### config.mk
export PLATFORM = sky130hd
export DESIGN_NAME = instr_loader
export DESIGN_NICKNAME = d
export VERILOG_FILES = /design/src/rtl/instr_loader.sv
export SDC_FILE = /design/constraint.sdc
export NUM_CORES = 1
export LEC_CHECK = 0
export CORE_UTILIZATION = 50
export DETAILED_ROUTE_END_ITERATION = 6
export GPL_TIMING_DRIVEN = 0
export PLACE_DENSITY = 0.71
export SETUP_SLACK_MARGIN = 0.1
export SLEW_MARGIN = 0
export SYNTH_ARGS = -nofsm -noshare
export SYNTH_HDL_FRONTEND = slang
export SYNTH_SLANG_ARGS = --single-unit
### constraint.sdc
create_clock -name clk -period 6.28 [get_ports clk]
set_input_delay 1.256 -clock clk [delete_from_list [all_inputs] [get_ports clk]]
set_output_delay 1.256 -clock clk [all_outputs]
set_load 0.02 [all_outputs]
### src/rtl/instr_loader.sv
// Framed byte-stream loader: assembles little-endian words into instruction memory, holding the CPU during a frame.
// Write lands 1 cycle after each 4th data byte; rx_ready is low only in the FIN cycle and in the reset cycle.
module instr_loader #(
    parameter int          ADDR_W = 8,
    parameter logic [7:0]  MAGIC  = 8'hA5
) (
    input  logic              clk,
    input  logic              rst,
    input  logic              rx_valid,
    input  logic [7:0]        rx_data,
    output logic              rx_ready,
    output logic              im_we,
    output logic [ADDR_W-1:0] im_addr,
    output logic [31:0]       im_wdata,
    output logic              cpu_hold,
    output logic              load_done,
    output logic              load_err
);

    localparam logic [2:0] S_IDLE   = 3'd0;
    localparam logic [2:0] S_LEN_LO = 3'd1;
    localparam logic [2:0] S_LEN_HI = 3'd2;
    localparam logic [2:0] S_DATA   = 3'd3;
    localparam logic [2:0] S_CSUM   = 3'd4;
    localparam logic [2:0] S_FIN    = 3'd5;

    localparam logic [16:0] MAX_WORDS = 17'(1) << ADDR_W;

    logic [2:0]        state_q, state_d;
    logic [15:0]       len_q, len_d;
    logic [ADDR_W:0]   wcnt_q, wcnt_d;
    logic [1:0]        bidx_q, bidx_d;
    logic [23:0]       word_q, word_d;
    logic [7:0]        csum_q, csum_d;
    logic              ok_q, ok_d;
    logic              im_we_q, im_we_d;
    logic [ADDR_W-1:0] im_addr_q, im_addr_d;
    logic [31:0]       im_wdata_q, im_wdata_d;

    logic        accept;
    logic [16:0] len_full;
    logic [16:0] wcnt_next;

    assign rx_ready  = ~rst & (state_q != S_FIN);
    assign accept    = rx_valid & rx_ready;
    assign len_full  = {1'b0, rx_data, len_q[7:0]};
    assign wcnt_next = 17'(wcnt_q) + 17'd1;

    always_comb begin
        state_d    = state_q;
        len_d      = len_q;
        wcnt_d     = wcnt_q;
        bidx_d     = bidx_q;
        word_d     = word_q;
        csum_d     = csum_q;
        ok_d       = ok_q;
        im_we_d    = 1'b0;
        im_addr_d  = im_addr_q;
        im_wdata_d = im_wdata_q;
        case (state_q)
            S_IDLE: begin
                if (accept && rx_data == MAGIC) begin
                    state_d = S_LEN_LO;
                end
            end
            S_LEN_LO: begin
                if (accept) begin
                    len_d[7:0] = rx_data;
                    state_d    = S_LEN_HI;
                end
            end
            S_LEN_HI: begin
                if (accept) begin
                    len_d[15:8] = rx_data;
                    wcnt_d      = '0;
                    bidx_d      = '0;
                    csum_d      = '0;
                    // Bounding N here is what keeps the word address from ever wrapping.
                    if (len_full > MAX_WORDS) begin
                        ok_d    = 1'b0;
                        state_d = S_FIN;
                    end else if (len_full == 17'd0) begin
                        state_d = S_CSUM;
                    end else begin
                        state_d = S_DATA;
                    end
                end
            end
            S_DATA: begin
                if (accept) begin
                    csum_d = csum_q ^ rx_data;
                    word_d = {rx_data, word_q[23:8]};
                    bidx_d = bidx_q + 2'd1;
                    if (bidx_q == 2'd3) begin
                        im_we_d    = 1'b1;
                        im_addr_d  = wcnt_q[ADDR_W-1:0];
                        im_wdata_d = {rx_data, word_q};
                        wcnt_d     = wcnt_q + 1'b1;
                        if (wcnt_next == {1'b0, len_q}) begin
                            state_d = S_CSUM;
                        end
                    end
                end
            end
            S_CSUM: begin
                if (accept) begin
                    ok_d    = (rx_data == csum_q);
                    state_d = S_FIN;
                end
            end
            S_FIN: begin
                state_d = S_IDLE;
            end
            default: begin
                state_d = S_IDLE;
            end
        endcase
    end

    always_ff @(posedge clk) begin
        if (rst) begin
            state_q    <= S_IDLE;
            len_q      <= '0;
            wcnt_q     <= '0;
            bidx_q     <= '0;
            word_q     <= '0;
            csum_q     <= '0;
            ok_q       <= 1'b0;
            im_we_q    <= 1'b0;
            im_addr_q  <= '0;
            im_wdata_q <= '0;
        end else begin
            state_q    <= state_d;
            len_q      <= len_d;
            wcnt_q     <= wcnt_d;
            bidx_q     <= bidx_d;
            word_q     <= word_d;
            csum_q     <= csum_d;
            ok_q       <= ok_d;
            im_we_q    <= im_we_d;
            im_addr_q  <= im_addr_d;
            im_wdata_q <= im_wdata_d;
        end
    end

    assign im_we     = im_we_q;
    assign im_addr   = im_addr_q;
    assign im_wdata  = im_wdata_q;
    assign cpu_hold  = (state_q == S_LEN_LO) || (state_q == S_LEN_HI) ||
                       (state_q == S_DATA)   || (state_q == S_CSUM);
    assign load_done = (state_q == S_FIN) & ok_q;
    assign load_err  = (state_q == S_FIN) & ~ok_q;

endmodule

Word level (Yosys, flattened, before mapping)
Cells that the tools add are included.
{"block": "totals", "memories": 0, "latch_bits": 0, "output_inout_bits": 45, "mem_bits_ro": 0, "regBits": 104, "mem_bits_rw": 0, "elab_cells": 84, "inputBits": 11}
{"block": "op_classes", "eq_ne": 18, "mul": 0, "add_sub_neg": 3, "reduce_logical": 17, "bitwise": 9, "shifts": 0, "div": 0, "order_cmp": 1, "muxes": 25}
{"operator": "3-bit 2-to-1 mux", "n": 9}
{"operator": "9-bit 2-to-1 mux", "n": 3}
{"operator": "9-bit one-hot mux with 2 select lines", "n": 1}
{"operator": "17-bit zero test", "n": 1}
{"operator": "10-bit by 16-bit equality test with 1-bit output", "n": 1}
{"operator": "16-bit by 9-bit greater-than comparator with 1-bit output (second input constant)", "n": 1}
{"operator": "8-bit 2-to-1 mux", "n": 2}
{"operator": "2-bit inequality test (second input constant)", "n": 8}
{"operator": "8-bit one-hot mux with 2 select lines", "n": 1}
{"operator": "3-bit one-hot mux with 5 select lines", "n": 1}
{"operator": "9-bit by 1-bit adder with 10-bit output (second input constant)", "n": 1}
{"operator": "9-bit by 1-bit adder with 9-bit output (second input constant)", "n": 1}
{"operator": "8-bit equality test", "n": 1}
{"operator": "8-bit equality test (second input constant)", "n": 1}
{"operator": "4-bit AND reduction", "n": 2}
{"operator": "8-bit bitwise XOR", "n": 1}
{"operator": "7-bit AND reduction", "n": 1}
{"operator": "3-bit by 2-bit equality test with 1-bit output (second input constant)", "n": 2}
{"operator": "3-bit equality test (second input constant)", "n": 2}
{"operator": "2-bit AND reduction", "n": 3}
{"operator": "3-bit AND reduction", "n": 2}
{"operator": "1-bit AND", "n": 4}
{"operator": "1-bit 2-to-1 mux", "n": 4}
{"operator": "2-bit 2-to-1 mux", "n": 2}
{"operator": "other kinds (12)", "n": 18}

Logic depth before layout (Yosys ltp)
{"block": "logic_depth", "ltp_word": 6, "depth_mapped": 9, "depth_no_buf": 7}

Worst setup path before layout
OpenSTA, ideal clock, no wires.
{"block": "synth_timing", "kind": "input-to-reg", "start": "input port rx_data[1]", "end": "register state_q[1]", "path_stages": 6, "path_slack_ns": 2.981, "path_buffers": 0, "required_ns": 6.207, "setup_time_ns": 0.073, "arrival_time_ns": 3.226, "cell_sequence": "or4_1 or4_4 or4b_4 a311oi_2 a211oi_1 nor3_2"}
{"block": "synth_between", "elab_chain_len": 5, "elab_cells_between_ends": 10, "cone_classes": "order compare: 1; eq/ne: 2; mux: 4; reduce/logical: 3"}
{"item": "start, declared", "line_no": "10", "source": "input logic [7:0] rx_data,"}
{"item": "parallel branches: the longest is 5 deep, another holds 16-bit by 9-bit greater-than comparator with 1-bit output"}
{"item": "end signal, assigned", "line_no": "133", "source": "state_q <= state_d;"}
{"item": "end, declared", "line_no": "29", "source": "logic [2:0] state_q, state_d;"}
Several ways; the timed one is not identified. The select of a mux whose other input is x is not followed.
A chain may end at the register's enable or synchronous reset.

Worst setup path in the final report
{"block": "layout_timing", "start": "input port rst", "end": "output port rx_ready"}
{"block": "layout_between", "elab_chain_len": 2}
{"item": "start, declared", "line_no": "8", "source": "input logic rst,"}
{"item": "1-bit inverter", "line_no": "44", "source": "assign rx_ready = ~rst & (state_q != S_FIN);"}
{"item": "1-bit AND", "line_no": "44"}
{"item": "end, declared", "line_no": "11", "source": "output logic rx_ready,"}
No other way between the ends.

==> impl_summary.txt <==
----------------------------------------------------
[Status]
  Status ... finished, final reports clean

[Floorplan]
  Starting Density ... a little over half
  Row count ... 33
  Die width ... 95.8 µm
  Standard cell core area ... 0.00838 mm²
  Overall die area ... just over 0.009 mm²
  Chip Height ... roughly 96 µm
  Number of top-level pins ... 56

[Yosys]
  Post-Syn Area per Cell ... 7.76 µm²
  Most numerous cell in the Yosys netlist ... sky130_fd_sc_hd__nand2_1
  Ranking of synthesized cells by area ... sky130_fd_sc_hd__dfxtp_1 47%, sky130_fd_sc_hd__nand2_1 14%, sky130_fd_sc_hd__a21oi_1 10%, sky130_fd_sc_hd__clkbuf_1 3.1%, sky130_fd_sc_hd__nor2_1 2.8%
  Post-synthesis share of cell area spent on xor and xnor gates ... under 10%
  Portion of the post-synthesis area used by sequential elements ... between 40% and 50%
  Count of synthesis-stage warnings from yosys ... 0
  Main combinational cell family by area after synthesis ... simple AND/OR/NAND/NOR gates
  Register bit count reported by yosys ... ~100
  Unique cell type count in the Yosys netlist ... 44
  Number of enable-type register cells in the synthesized netlist ... 0
  Gate count after technology mapping ... around 570
  Synth Area in Adders ... less than 1%
  Mapped cell area ... around 0.0044 mm²
  Most instantiated cells after synthesis ... 164 x sky130_fd_sc_hd__nand2_1, 104 x sky130_fd_sc_hd__dfxtp_1, 91 x sky130_fd_sc_hd__a21oi_1
  Portion of netlist area occupied by mux cells ... under 10%
  Compound-Gate Fraction of Synth Area ... 16.5%
  Synth async-reset ratio ... 0%
  Syn_nets ... 580
  Simple-gate share of the synthesized area ... 25.9%
  Most used DFF post-synth ... sky130_fd_sc_hd__dfxtp_1
  Area share of the largest cell type after synthesis ... between 40% and 50%
  Largest area contributor in the synthesized netlist ... sky130_fd_sc_hd__dfxtp_1

[Clock network]
  Num CTS Buffers ... 9
  H-tree depth ... 3
  # resized after CTS ... 0
  TritonCTS clock tree ... yes
  Count of hold-fix buffers inserted at cts ... 0
  Clock-pin slew on the worst setup and hold paths ... about 0.10 ns
  Setup repair bufs after CTS ... 0
  Worst-skew pair later-pin latency ... ~0.37 ns
  Clock net sink count ... 104
  Root buffer selected by CTS ... sky130_fd_sc_hd__clkbuf_8
  Maximum count of clock buffers along a single path ... 2

[STA]
  Final worst path period need ... 3.89 ns
  Setup TNS after final layout ... 0 ns
  Max Slew Vio Count ... 0
  Tightest hold margin ... between 0.4 and 0.5 ns
  Worst-case setup margin in the final layout ... 2.39 ns
  Fraction of the cycle the final worst path needs ... approximately 62%
  Tightest slew margin relative to the limit ... a little over half
  Measured slew at the worst slew-check pin ... about 0.70 ns
  Worst Clk Skew ... about 0.012 ns
  Hold Fails Final Rpt ... 0
  Setup repair after global routing missed its margin ... false
  Peak clock frequency supported by timing ... between 200 and 300 MHz
  Final setup violation count ... 0

[Critical path]
  WS Path Type ... input port to output pin
  Largest fanout of any net on the critical path ... 10
  Data required, critical path ... 5.02 ns
  Data arrival, critical path ... between 2 and 3 ns
  Endpoint kind of the worst setup timing path ... output pin
  Critical Path Start Type ... input port

[Min path]
  Worst min-delay path category ... flop to flop

[Cells and area]
  Final standard cell utilization of the core ... a little over 60%
  Ratio of cells with drive above 1 in the final layout ... roughly 4.1%
  Number of nets in the finished design ... ~640
  Layout overhead on the synthesized area ... 18.4%
  Post-route cell area ... roughly 0.0052 mm²
  Antenna diode count ... 0

[Placed design]
  Final weighted congestion in routability-driven placement ... 0.846
  Placed Instance Area ... around 0.005 mm²
  Post-detail-place hpwl ... 7.77 mm
  Number of port buffers ... 50
  Worst setup slack before clock tree synthesis ... around 2.2 ns

[GRT]
  Number of antenna violations at the first check in global routing ... 0
  Congestion Overflow GR ... 0
  Wire length of the first global-routing pass ... 17.6 mm
  Vias in the first global route ... approximately 3600
  Total routing usage reported by global routing ... about a quarter
  Maximum number of pins on one net before global-route repair ... 19

[Drt]
  DR WL/cell ... about 15 µm
  DRC viols ... 0
  Final wirelength ... between 10 and 15 mm
  Via total after detailed routing ... 4043
  Detail Route Antenna Nets ... 0
  Number of iterations in the first detailed-routing pass ... 4
  Starting DRT DRC Count ... 235
  Post-detailed-route via-to-cell ratio ... ~5.5

[Power]
  Worst vdd ir ... about 0.16 mV
  Total leakage power ... about 1.7 nW
  Pwr dens ... a little over 200 mW/mm²

[Flow run]
  Maxcap violations ... 0

----------------------------------------------------
power breakdown:
| part | switching (W) | internal, W |
|---|---|---|
| combinational | 0.0000240 | 0.00000871 |
| clock | 0.000244 | 0.000147 |
| sequential | 0.0000000145 | 0.000659 |
| total | 0.000268 | 0.000815 |
worst paths after layout:
kind,from,slack [ns],cells past startpoint,end
max reg2reg,state_q[0]$_SDFFE_PP0P_,3.58,9,im_wdata[20]$_SDFFE_PP0P_
min reg2reg,im_addr[3]$_SDFFE_PP0P_,0.46,2,im_addr[3]$_SDFFE_PP0P_
max,rst,2.39,4,rx_ready
min,im_addr[3]$_SDFFE_PP0P_,0.46,2,im_addr[3]$_SDFFE_PP0P_
per-layer routing:
layer,track usage [%],up-vias,share of wire (%)
met3,4.90,19,5.8
met2,37.4,112,43
met5,0,-,0
li1,-,2029,-
met4,9.58,0,1.8
met1,35.5,1883,49
final cells by class:
cell class | count | area (µm²)
repair buffers | 50 | 500
clock inverters | 6 | 56.3
inverters | 4 | 15.0
well taps | 105 | 131
fillers | 789 | 3170
clock buffers | 9 | 124
plain buffers | 43 | 163
flip-flops and latches | 104 | 2080
multi-input cells | 416 | 2140
cell usage in the layout (no fill, tap or decap), types with 4 or more instances in the layout:
master	instances
sky130_fd_sc_hd__a21oi_1	91
sky130_fd_sc_hd__inv_1	4
sky130_fd_sc_hd__nand3b_1	7
sky130_fd_sc_hd__buf_1	6
sky130_fd_sc_hd__clkdlybuf4s50_1	50
sky130_fd_sc_hd__nand2_1	164
sky130_fd_sc_hd__nor4_1	6
sky130_fd_sc_hd__o21ai_0	14
sky130_fd_sc_hd__xnor2_1	8
sky130_fd_sc_hd__clkbuf_1	36
sky130_fd_sc_hd__or2_2	5
sky130_fd_sc_hd__xor2_1	8
sky130_fd_sc_hd__clkbuf_8	9
sky130_fd_sc_hd__nand3_1	6
sky130_fd_sc_hd__nor2_1	33
sky130_fd_sc_hd__mux2i_1	11
sky130_fd_sc_hd__dfxtp_1	104
sky130_fd_sc_hd__and3_1	5
sky130_fd_sc_hd__nor3_1	6
sky130_fd_sc_hd__a22oi_1	4
sky130_fd_sc_hd__nor2b_1	7
flip-flops by register name, summed over array words and instances, names as in the netlist:
register  cells
wcnt_q        9
state_q       3
im_addr       8
csum_q        8
len_q        16
bidx_q        2
im_we         1
im_wdata     32
ok_q          1
word_q       24
through the flow:
stage                     std cells  total power (W)
after global routing            737          0.00112
after detailed placement        722         0.000707
after CTS                       737          0.00109
final                           737          0.00108
after global placement          722         0.000706
after floorplan                 567         0.000692
critical path: stages:
cell and delay, ns:
sky130_fd_sc_hd__clkbuf_1 0.23, sky130_fd_sc_hd__clkbuf_1 0.51, sky130_fd_sc_hd__a21oi_1 0.08, sky130_fd_sc_hd__clkdlybuf4s50_1 0.56
kinds of logic after synthesis:
group / after synthesis
and+or+nand+nor: 257
AOI/OAI and AO/OA: 130
DFF: 104
buffers and inverters: 47
xor gates and xnor gates: 16
muxes: 11
adders and majority gates: 2
Note: power is estimated with default switching activity, not from simulation.
